### src/rtl/regfile_pkg.sv
// rtl/regfile_pkg.sv - shared types and constants for the register file writeback path
package regfile_pkg;

  localparam int XLEN     = 32;
  localparam int RADDR_W  = 5;
  localparam int NUM_REGS = 32;

  typedef struct packed {
    logic               valid;
    logic [RADDR_W-1:0] addr;
    logic [XLEN-1:0]    data;
  } wb_req_t;

  typedef enum logic {
    GNT_ALU = 1'b0,
    GNT_LSU = 1'b1
  } wb_src_e;

  function automatic logic is_x0(input logic [RADDR_W-1:0] addr);
    return addr == '0;
  endfunction

endpackage

### src/rtl/rr_arb2.sv
// rtl/rr_arb2.sv - two-input round-robin arbiter; the last grant only moves on a real grant
module rr_arb2
  import regfile_pkg::*;
(
  input  logic       clk,
  input  logic       reset,
  input  logic [1:0] req,
  input  logic       en,
  output logic [1:0] gnt
);

  wb_src_e last_grant_q, last_grant_d;

  always_comb begin
    gnt          = 2'b00;
    last_grant_d = last_grant_q;
    if (en) begin
      case (req)
        2'b01:   gnt = 2'b01;
        2'b10:   gnt = 2'b10;
        2'b11:   gnt = (last_grant_q == GNT_LSU) ? 2'b01 : 2'b10;
        default: gnt = 2'b00;
      endcase
    end
    if (gnt[0]) begin
      last_grant_d = GNT_ALU;
    end else if (gnt[1]) begin
      last_grant_d = GNT_LSU;
    end
  end

  // Reset to LSU so the ALU path wins the first tie.
  always_ff @(posedge clk) begin
    if (reset) begin
      last_grant_q <= GNT_LSU;
    end else begin
      last_grant_q <= last_grant_d;
    end
  end

endmodule

### src/rtl/regfile_wb_arbiter.sv
// rtl/regfile_wb_arbiter.sv - shares the register file write port between ALU and load writeback
// Optional macro WB_FWD_EN adds a bypass view of the in-flight write for decode.
module regfile_wb_arbiter
  import regfile_pkg::*;
#(
  parameter int XLEN    = regfile_pkg::XLEN,
  parameter int RADDR_W = regfile_pkg::RADDR_W,
  parameter int CNT_W   = 16
) (
  input  logic               clk,
  input  logic               reset,
  input  logic               hold,
`ifdef WB_FWD_EN
  input  logic [RADDR_W-1:0] fwd_raddr1,
  input  logic [RADDR_W-1:0] fwd_raddr2,
  output logic               fwd_hit1,
  output logic               fwd_hit2,
  output logic [XLEN-1:0]    fwd_data,
`endif
  input  logic               req0_valid,
  input  logic [RADDR_W-1:0] req0_addr,
  input  logic [XLEN-1:0]    req0_data,
  output logic               req0_ready,
  input  logic               req1_valid,
  input  logic [RADDR_W-1:0] req1_addr,
  input  logic [XLEN-1:0]    req1_data,
  output logic               req1_ready,
  output logic               reg_wr,
  output logic [RADDR_W-1:0] waddr,
  output logic [XLEN-1:0]    wb_data,
  output logic [CNT_W-1:0]   conflict_cnt
);

  wb_req_t            req0, req1, win;
  wb_src_e            src;
  logic [1:0]         gnt;
  logic               arb_en;
  logic               accept;

  logic               reg_wr_q, reg_wr_d;
  logic [RADDR_W-1:0] waddr_q, waddr_d;
  logic [XLEN-1:0]    wb_data_q, wb_data_d;
  logic [CNT_W-1:0]   cnt_q, cnt_d;

  assign arb_en = ~hold & ~reset;

  rr_arb2 u_arb (
    .clk   (clk),
    .reset (reset),
    .req   ({req1_valid, req0_valid}),
    .en    (arb_en),
    .gnt   (gnt)
  );

  assign req0_ready = gnt[0] & ~hold & ~reset;
  assign req1_ready = gnt[1] & ~hold & ~reset;
  assign accept     = req0_ready | req1_ready;
  assign src        = req1_ready ? GNT_LSU : GNT_ALU;

  always_comb begin
    req0.valid = req0_valid;
    req0.addr  = req0_addr;
    req0.data  = req0_data;
    req1.valid = req1_valid;
    req1.addr  = req1_addr;
    req1.data  = req1_data;
    win        = (src == GNT_LSU) ? req1 : req0;
  end

  always_comb begin
    reg_wr_d  = 1'b0;
    waddr_d   = waddr_q;
    wb_data_d = wb_data_q;
    cnt_d     = cnt_q;
    // x0 requests complete the handshake but never reach the register file.
    if (accept) begin
      reg_wr_d  = win.valid & ~is_x0(win.addr);
      waddr_d   = win.addr;
      wb_data_d = win.data;
    end
    if (req0_valid && req1_valid && !hold && cnt_q != '1) begin
      cnt_d = cnt_q + 1'b1;
    end
  end

  always_ff @(posedge clk) begin
    if (reset) begin
      reg_wr_q  <= 1'b0;
      waddr_q   <= '0;
      wb_data_q <= '0;
      cnt_q     <= '0;
    end else begin
      reg_wr_q  <= reg_wr_d;
      waddr_q   <= waddr_d;
      wb_data_q <= wb_data_d;
      cnt_q     <= cnt_d;
    end
  end

  assign reg_wr       = reg_wr_q;
  assign waddr        = waddr_q;
  assign wb_data      = wb_data_q;
  assign conflict_cnt = cnt_q;

`ifdef WB_FWD_EN
  assign fwd_hit1 = reg_wr_q & (waddr_q == fwd_raddr1) & (waddr_q != '0);
  assign fwd_hit2 = reg_wr_q & (waddr_q == fwd_raddr2) & (waddr_q != '0);
  assign fwd_data = wb_data_q;
`endif

endmodule
### config.mk
export PLATFORM = sky130hd
export DESIGN_NAME = regfile_wb_arbiter
export DESIGN_NICKNAME = d
export VERILOG_FILES = /design/src/rtl/regfile_pkg.sv /design/src/rtl/rr_arb2.sv /design/src/rtl/regfile_wb_arbiter.sv
export SDC_FILE = /design/constraint.sdc
export NUM_CORES = 1
export LEC_CHECK = 0
export ABC_AREA = 1
export CORE_MARGIN = 5
export CORE_UTILIZATION = 44
export DETAILED_ROUTE_END_ITERATION = 7
export MAX_ROUTING_LAYER = met4
export PLACE_DENSITY_LB_ADDON = 0.15
export SYNTH_ARGS = -nofsm -noshare
export SYNTH_HDL_FRONTEND = slang
export SYNTH_SLANG_ARGS = --single-unit
export TNS_END_PERCENT = 50
### constraint.sdc
create_clock -name clk -period 3.4 [get_ports clk]
set_input_delay 0.34 -clock clk [delete_from_list [all_inputs] [get_ports clk]]
set_output_delay 0.34 -clock clk [all_outputs]
set_load 0.01 [all_outputs]
## Yosys cells after proc, flatten, opt, wreduce, memory -nomap -nowiden

Index checks and enable logic that the tools add are counted.
Widths: inputs -> output; s select.

| word-level totals | value |
|---|---|
| input port bits | 79 |
| register bits after elaboration | 55 |
| word-level logic and storage cells | 35 |
| output and inout port bits | 56 |

| operators by class | value |
|---|---|
| bitwise logic cells | 11 |
| add/sub/neg operators | 1 |
| equal/unequal tests | 4 |
| reduce and logical (&&, ||, !) cells | 7 |
| muxes and demuxes | 7 |

Operators by type and width:

| cell | count |
|---|---|
| $mux 38 | 1 |
| $add 16x1->16 const B | 1 |
| $ne 16x16->1 const B | 1 |
| $and 1x1->1 | 6 |
| $pmux 2 s3 | 1 |
| $logic_not 5->1 | 1 |
| $eq 2x2->1 const B | 2 |
| $mux 2 | 2 |
| $not 1->1 | 4 |
| $logic_and 1x1->1 | 3 |
| $mux 1 | 3 |
| $eq 2x1->1 const B | 1 |
| $reduce_bool 2->1 | 1 |
| $reduce_or 2->1 | 1 |
| $logic_not 1->1 | 1 |
| $or 1x1->1 | 1 |

## Longest topological paths before layout

| depth | value |
|---|---|
| depth in word-level cells | 10 |
| mapped depth | 9 |
| mapped depth without buffers | 9 |

## Modules after synthesis

Synthesis repeated with hierarchy kept, for this count alone.

| second synthesis, totals | value |
|---|---|
| cell total of the unflattened synthesis | 428 |
| area, all modules | 2745.1 µm² |

By module, submodules not included:

| module | cells an instance | seq. area each (µm²) | times used | area each (µm²) |
|---|---|---|---|---|
| regfile_wb_arbiter | 416 | 1081.0 | 1 | 2673.8 |
| rr_arb2 | 12 | 20.0 | 1 | 71.3 |

## Worst setup path before layout

OpenSTA, ideal clock, no wires.

| timing path | value |
|---|---|
| path type | reg2reg |
| start point | reg cnt_q[0] (netlist: conflict_cnt[0]) |
| end point | reg cnt_q[10] (netlist: conflict_cnt[10]) |
| path buffers | 1 |
| data arrival time | 1440 ps |
| slack | 1817 ps |
| stages on the path, launching flop included | 10 |
| setup time | 143 ps |
| period minus slack after synthesis | 1583 ps |
| required time | 3257 ps |
| cells stage by stage | dfxtp_1 -> ha_1 -> inv_1 -> nor2_2 -> nand2_1 -> nor2_2 -> nor2_4 -> buf_4 -> nand2_1 -> a21oi_2 |

| between the ends | value |
|---|---|
| cells in the longest elaborated chain, start to end | 2 |
| elaborated cells on any way between the ends | 3 |
| those cells by class | add/sub (1); eq/ne (1); reduce/logical (1) |

Ends and longest elaborated chain:

| what | RTL line | RTL |
|---|---|---|
| from (decl) | regfile_wb_arbiter.sv:43 | `logic [CNT_W-1:0] cnt_q, cnt_d;` |
| from (signal assigned) | regfile_wb_arbiter.sv:96 | `cnt_q <= cnt_d;` |
| parallel branches: the longest is 2 deep, another holds $add 16x1->16 | n/a |  |

Several ways; the timed one is not identified.
A chain may end at the register's enable or synchronous reset.

## Worst setup path in the final report

| timing path | value |
|---|---|
| start point | in reset |
| end point | out req1_ready |

| between the ends | value |
|---|---|
| cells in the longest elaborated chain, start to end | 5 |

Ends and longest elaborated chain:

| what | RTL line | RTL |
|---|---|---|
| from (decl) | regfile_wb_arbiter.sv:11 | `input logic reset,` |
| $not 1->1 * | regfile_wb_arbiter.sv:45, regfile_wb_arbiter.sv:56 |  |
| $and 1x1->1 | regfile_wb_arbiter.sv:45 | `assign arb_en = ~hold & ~reset;` |
| $mux 2 | rr_arb2.sv:17 | `if (en) begin` |
| $and 1x1->1 | regfile_wb_arbiter.sv:56 | `assign req1_ready = gnt[1] & ~hold & ~reset;` |
| $and 1x1->1 * | regfile_wb_arbiter.sv:56 |  |
| to (decl) | regfile_wb_arbiter.sv:27 | `output logic req1_ready,` |

Every way passes the cells marked *; elsewhere a longest branch is shown, timed or not.

==> reports/results.md <==
| Result | Reported |
|:---|:---|
| Status | finished, final reports clean |
| Synthesized flop and latch total | 55 |
| GRT Overall Usage | 0.205 |
| First-pass GRT wire length | 13.7 mm |
| Worst Hold Class | reg -> reg |
| Number of antenna violations at the first check in global routing | 0 |
| Static Leakage | 1.84 nW |
| DRT iter0 DRCs | 83 |
| Area added between synthesis and finish | 52.2% |
| Timing-limited maximum frequency | 0.460 GHz |
| HPWL after DPL | 6.09 mm |
| Clock slew at the register clock pins of the worst setup and hold paths | 0.09 ns |
| Vias | 2975 |
| Core footprint | 6310 um^2 |
| Fraction of final layout cells sized beyond drive strength 1 | 0.0692 |
| Proportion of synthesized chip area in sequential cells | 0.388 |
| Part of the cycle the worst path needs | 0.640 |
| Die Footprint | 8150 um^2 |
| Die height | 90.3 um |
| Final-stage net count | 614 |
| Post-route cell area | 4320 um^2 |
| Pre-CTS setup slack | 1.07 ns |
| Worst slew margin relative to its limit | 0.619 |
| Clock tree root driver cell | sky130_fd_sc_hd__clkbuf_8 |
| Overflow left after global routing | 0 |
| Power density over cell area | 331 nW/um^2 |
| Number of instances in the synthesized netlist | 410 |
| Worst hold slack after final layout | 0.504 ns |
| Number of buffers added for setup after CTS | 0 |
| Std cell rows | 29 |
| Placer's final routability congestion estimate | 0.840 |
| Hold-fix buffers, CTS | 0 |
| Fin worst setup slack | 1.22 ns |
| Slew at the pin with the worst max-slew slack | 0.571 ns |
| Initial core utilization | 0.449 |
| Largest vdd supply drop | 0.202 mV |
| Number of distinct library cells after synthesis | 27 |
| Clock Path Buffers | 2 |
| Arr. time, crit path | 1.84 ns |
| CP Data Required Time | 3.06 ns |
| Synthesized area divided by synthesized cell count | 6.92 um^2 |
| Hold Startpoint | wb_data[14] |
| Path type of the worst setup path | in -> out |
| Clock insertion delay at the later pin of the skew report | 0.31 ns |
| CTS H-Tree Depth | 2 |
| Post-cts repair resize count | 0 |
| Clock tree from TritonCTS | done |
| Total Neg Setup Slack | 0 ns |
| Finish-stage setup viols | 0 |
| Final count of pins violating max slew | 0 |
| Top-level I/O count | 135 |
| Via count of the first global-routing pass | 2993 |
| Placed cell area | 4200 um^2 |
| Clk sink count | 55 |
| Worst clock skew | 0.00830 ns |
| Number of vias per cell after detailed routing | 4.86 |
| Final Routed Wirelength | 8.12 mm |
| Launch point of the worst reg-to-reg path | conflict_cnt[0] |
| Count of TritonRoute iterations in the first routing pass | 4 |
| Final Hold Fails | 0 |
| Maxcap violations | 0 |
| Number of CTS-inserted buffers | 5 |
| Unrepaired setup endpoints after global routing | no |
| Post-synth design cell area | 2840 um^2 |
| Detail Route Antenna Nets | 0 |
| Largest driver fanout on the critical path | 14 |
| Warnings from Yosys | 0 |
| Critical Path Sink Type | primary output |
| Mapped Nets | 490 |
| Launch point of the critical path | reset |
| Diodes inserted | 0 |
| CP startpoint kind | input pin |
| Chip width | 90.3 um |
| Largest net degree at the start of global routing | 43 |
| Minimum clock period | 2.18 ns |
| Post-detailed-route DRC marker count | 0 |
| Number of input and output port buffers inserted | 134 |
| Routed wirelength normalized by instance count | 13.3 um |
==> sequential cells by signal (all words and copies together) (netlist names) <==
name / count
conflict_cnt: 16
reg_wr: 1
u_arb.last_grant_q: 1
waddr: 5
wb_data: 32
==> worst paths after layout <==
kind | end | slack (ns) | depth (start not counted)
worst max register to register | conflict_cnt[11] | 1.58 | 7
worst max-delay path | req1_ready | 1.22 | 6
worst min-delay path | wb_data[14] | 0.50 | 2
worst min register to register | wb_data[14] | 0.50 | 2
==> metrics by stage <==
| step | std cells | util | power, W |
|---|---|---|---|
| after floorplan | 410 | - | 0.000818 |
| after global placement | 604 | 0.665 | 0.000988 |
| after detailed placement | 604 | 0.665 | 0.000991 |
| after CTS | 612 | 0.684 | 0.00144 |
| after global routing | 612 | 0.684 | 0.00150 |
| final | 612 | 0.684 | 0.00143 |
==> Yosys cell counts <==
cell type,instances,area [um^2]
sky130_fd_sc_hd__nand2_1,127,477
sky130_fd_sc_hd__nand2_2,2,12.5
sky130_fd_sc_hd__a211oi_1,1,7.51
sky130_fd_sc_hd__o21ai_0,2,10.0
sky130_fd_sc_hd__o211ai_1,37,278
sky130_fd_sc_hd__nor2_4,2,22.5
sky130_fd_sc_hd__o21ai_1,5,25.0
sky130_fd_sc_hd__nor3_1,1,5.00
sky130_fd_sc_hd__buf_4,7,52.6
sky130_fd_sc_hd__inv_2,3,11.3
sky130_fd_sc_hd__nand4_1,6,37.5
sky130_fd_sc_hd__nand3_1,43,215
sky130_fd_sc_hd__clkbuf_1,7,26.3
sky130_fd_sc_hd__buf_6,1,11.3
sky130_fd_sc_hd__nor2_1,25,93.8
sky130_fd_sc_hd__dfxtp_1,55,1100
sky130_fd_sc_hd__ha_1,1,12.5
sky130_fd_sc_hd__nor2_2,4,25.0
sky130_fd_sc_hd__xor2_1,3,26.3
sky130_fd_sc_hd__xnor2_1,3,26.3
sky130_fd_sc_hd__buf_2,7,35.0
sky130_fd_sc_hd__a21oi_2,10,87.6
sky130_fd_sc_hd__nand3_2,1,10.0
sky130_fd_sc_hd__a21oi_1,2,10.0
sky130_fd_sc_hd__o21ai_2,2,17.5
sky130_fd_sc_hd__clkinv_1,1,3.75
sky130_fd_sc_hd__inv_1,52,195
==> cell families after synthesis <==
group	Yosys count	share of synthesized area
and+or+nand+nor	211	0.317
buffers and inverters	78	0.118
AOI/OAI and AO/OA	59	0.154
adders and majority gates	1	0.00441
xor gates and xnor gates	6	0.0185
DFF	55	0.388
==> where the power goes <==
group	switching, W	internal, W	total (W)
Combinational	0.000115	0.000167	0.000282
Sequential	0.0000186	0.000675	0.000694
Clock	0.000214	0.000239	0.000452
==> critical path, stage by stage <==
cell and delay [ns]:
sky130_fd_sc_hd__clkdlybuf4s50_1 0.39, sky130_fd_sc_hd__buf_4 0.20, sky130_fd_sc_hd__nor2_2 0.18, sky130_fd_sc_hd__nand3_2 0.09, sky130_fd_sc_hd__inv_2 0.07, sky130_fd_sc_hd__clkdlybuf4s50_1 0.56
==> cell type report <==
cell class / instances / area (um^2)
Clock buffer: 6 / 82.6
Fill cell: 555 / 2000
Clock inverter: 2 / 35.0
Timing Repair Buffer: 139 / 1390
Inverter: 56 / 210
Sequential cell: 55 / 1100
Multi-Input combinational cell: 277 / 1400
Tap cell: 77 / 96.3
==> layer usage <==
metal  track usage  up-vias  share of wire
li1              -     1568              -
met1         0.230     1318           0.42
met2         0.366       76           0.51
met3        0.0467       13          0.053
met4        0.0509        0          0.017
met5             -        -              0
==> layout by cell type (no fill, tap or decap) <==
master / instances
sky130_fd_sc_hd__a21oi_1: 2
sky130_fd_sc_hd__inv_2: 3
sky130_fd_sc_hd__clkdlybuf4s50_1: 134
sky130_fd_sc_hd__inv_1: 52
sky130_fd_sc_hd__o21ai_0: 2
sky130_fd_sc_hd__a211oi_1: 1
sky130_fd_sc_hd__o21ai_2: 2
sky130_fd_sc_hd__nand2_1: 127
sky130_fd_sc_hd__clkbuf_8: 6
sky130_fd_sc_hd__clkinv_1: 1
sky130_fd_sc_hd__nand3_1: 43
sky130_fd_sc_hd__xor2_1: 3
sky130_fd_sc_hd__buf_12: 1
sky130_fd_sc_hd__o211ai_1: 37
sky130_fd_sc_hd__bufinv_16: 1
sky130_fd_sc_hd__nand3_2: 1
sky130_fd_sc_hd__nor2_1: 25
sky130_fd_sc_hd__nand4_1: 6
sky130_fd_sc_hd__a21oi_2: 10
sky130_fd_sc_hd__clkinv_2: 1
sky130_fd_sc_hd__nor2_4: 2
sky130_fd_sc_hd__dfxtp_1: 55
sky130_fd_sc_hd__nand2_2: 2
sky130_fd_sc_hd__nor3_1: 1
sky130_fd_sc_hd__o21ai_1: 5
sky130_fd_sc_hd__buf_4: 4
sky130_fd_sc_hd__nor2_2: 4
sky130_fd_sc_hd__ha_1: 1
sky130_fd_sc_hd__xnor2_1: 3
No activity file was read; power rests on OpenSTA's default activity.
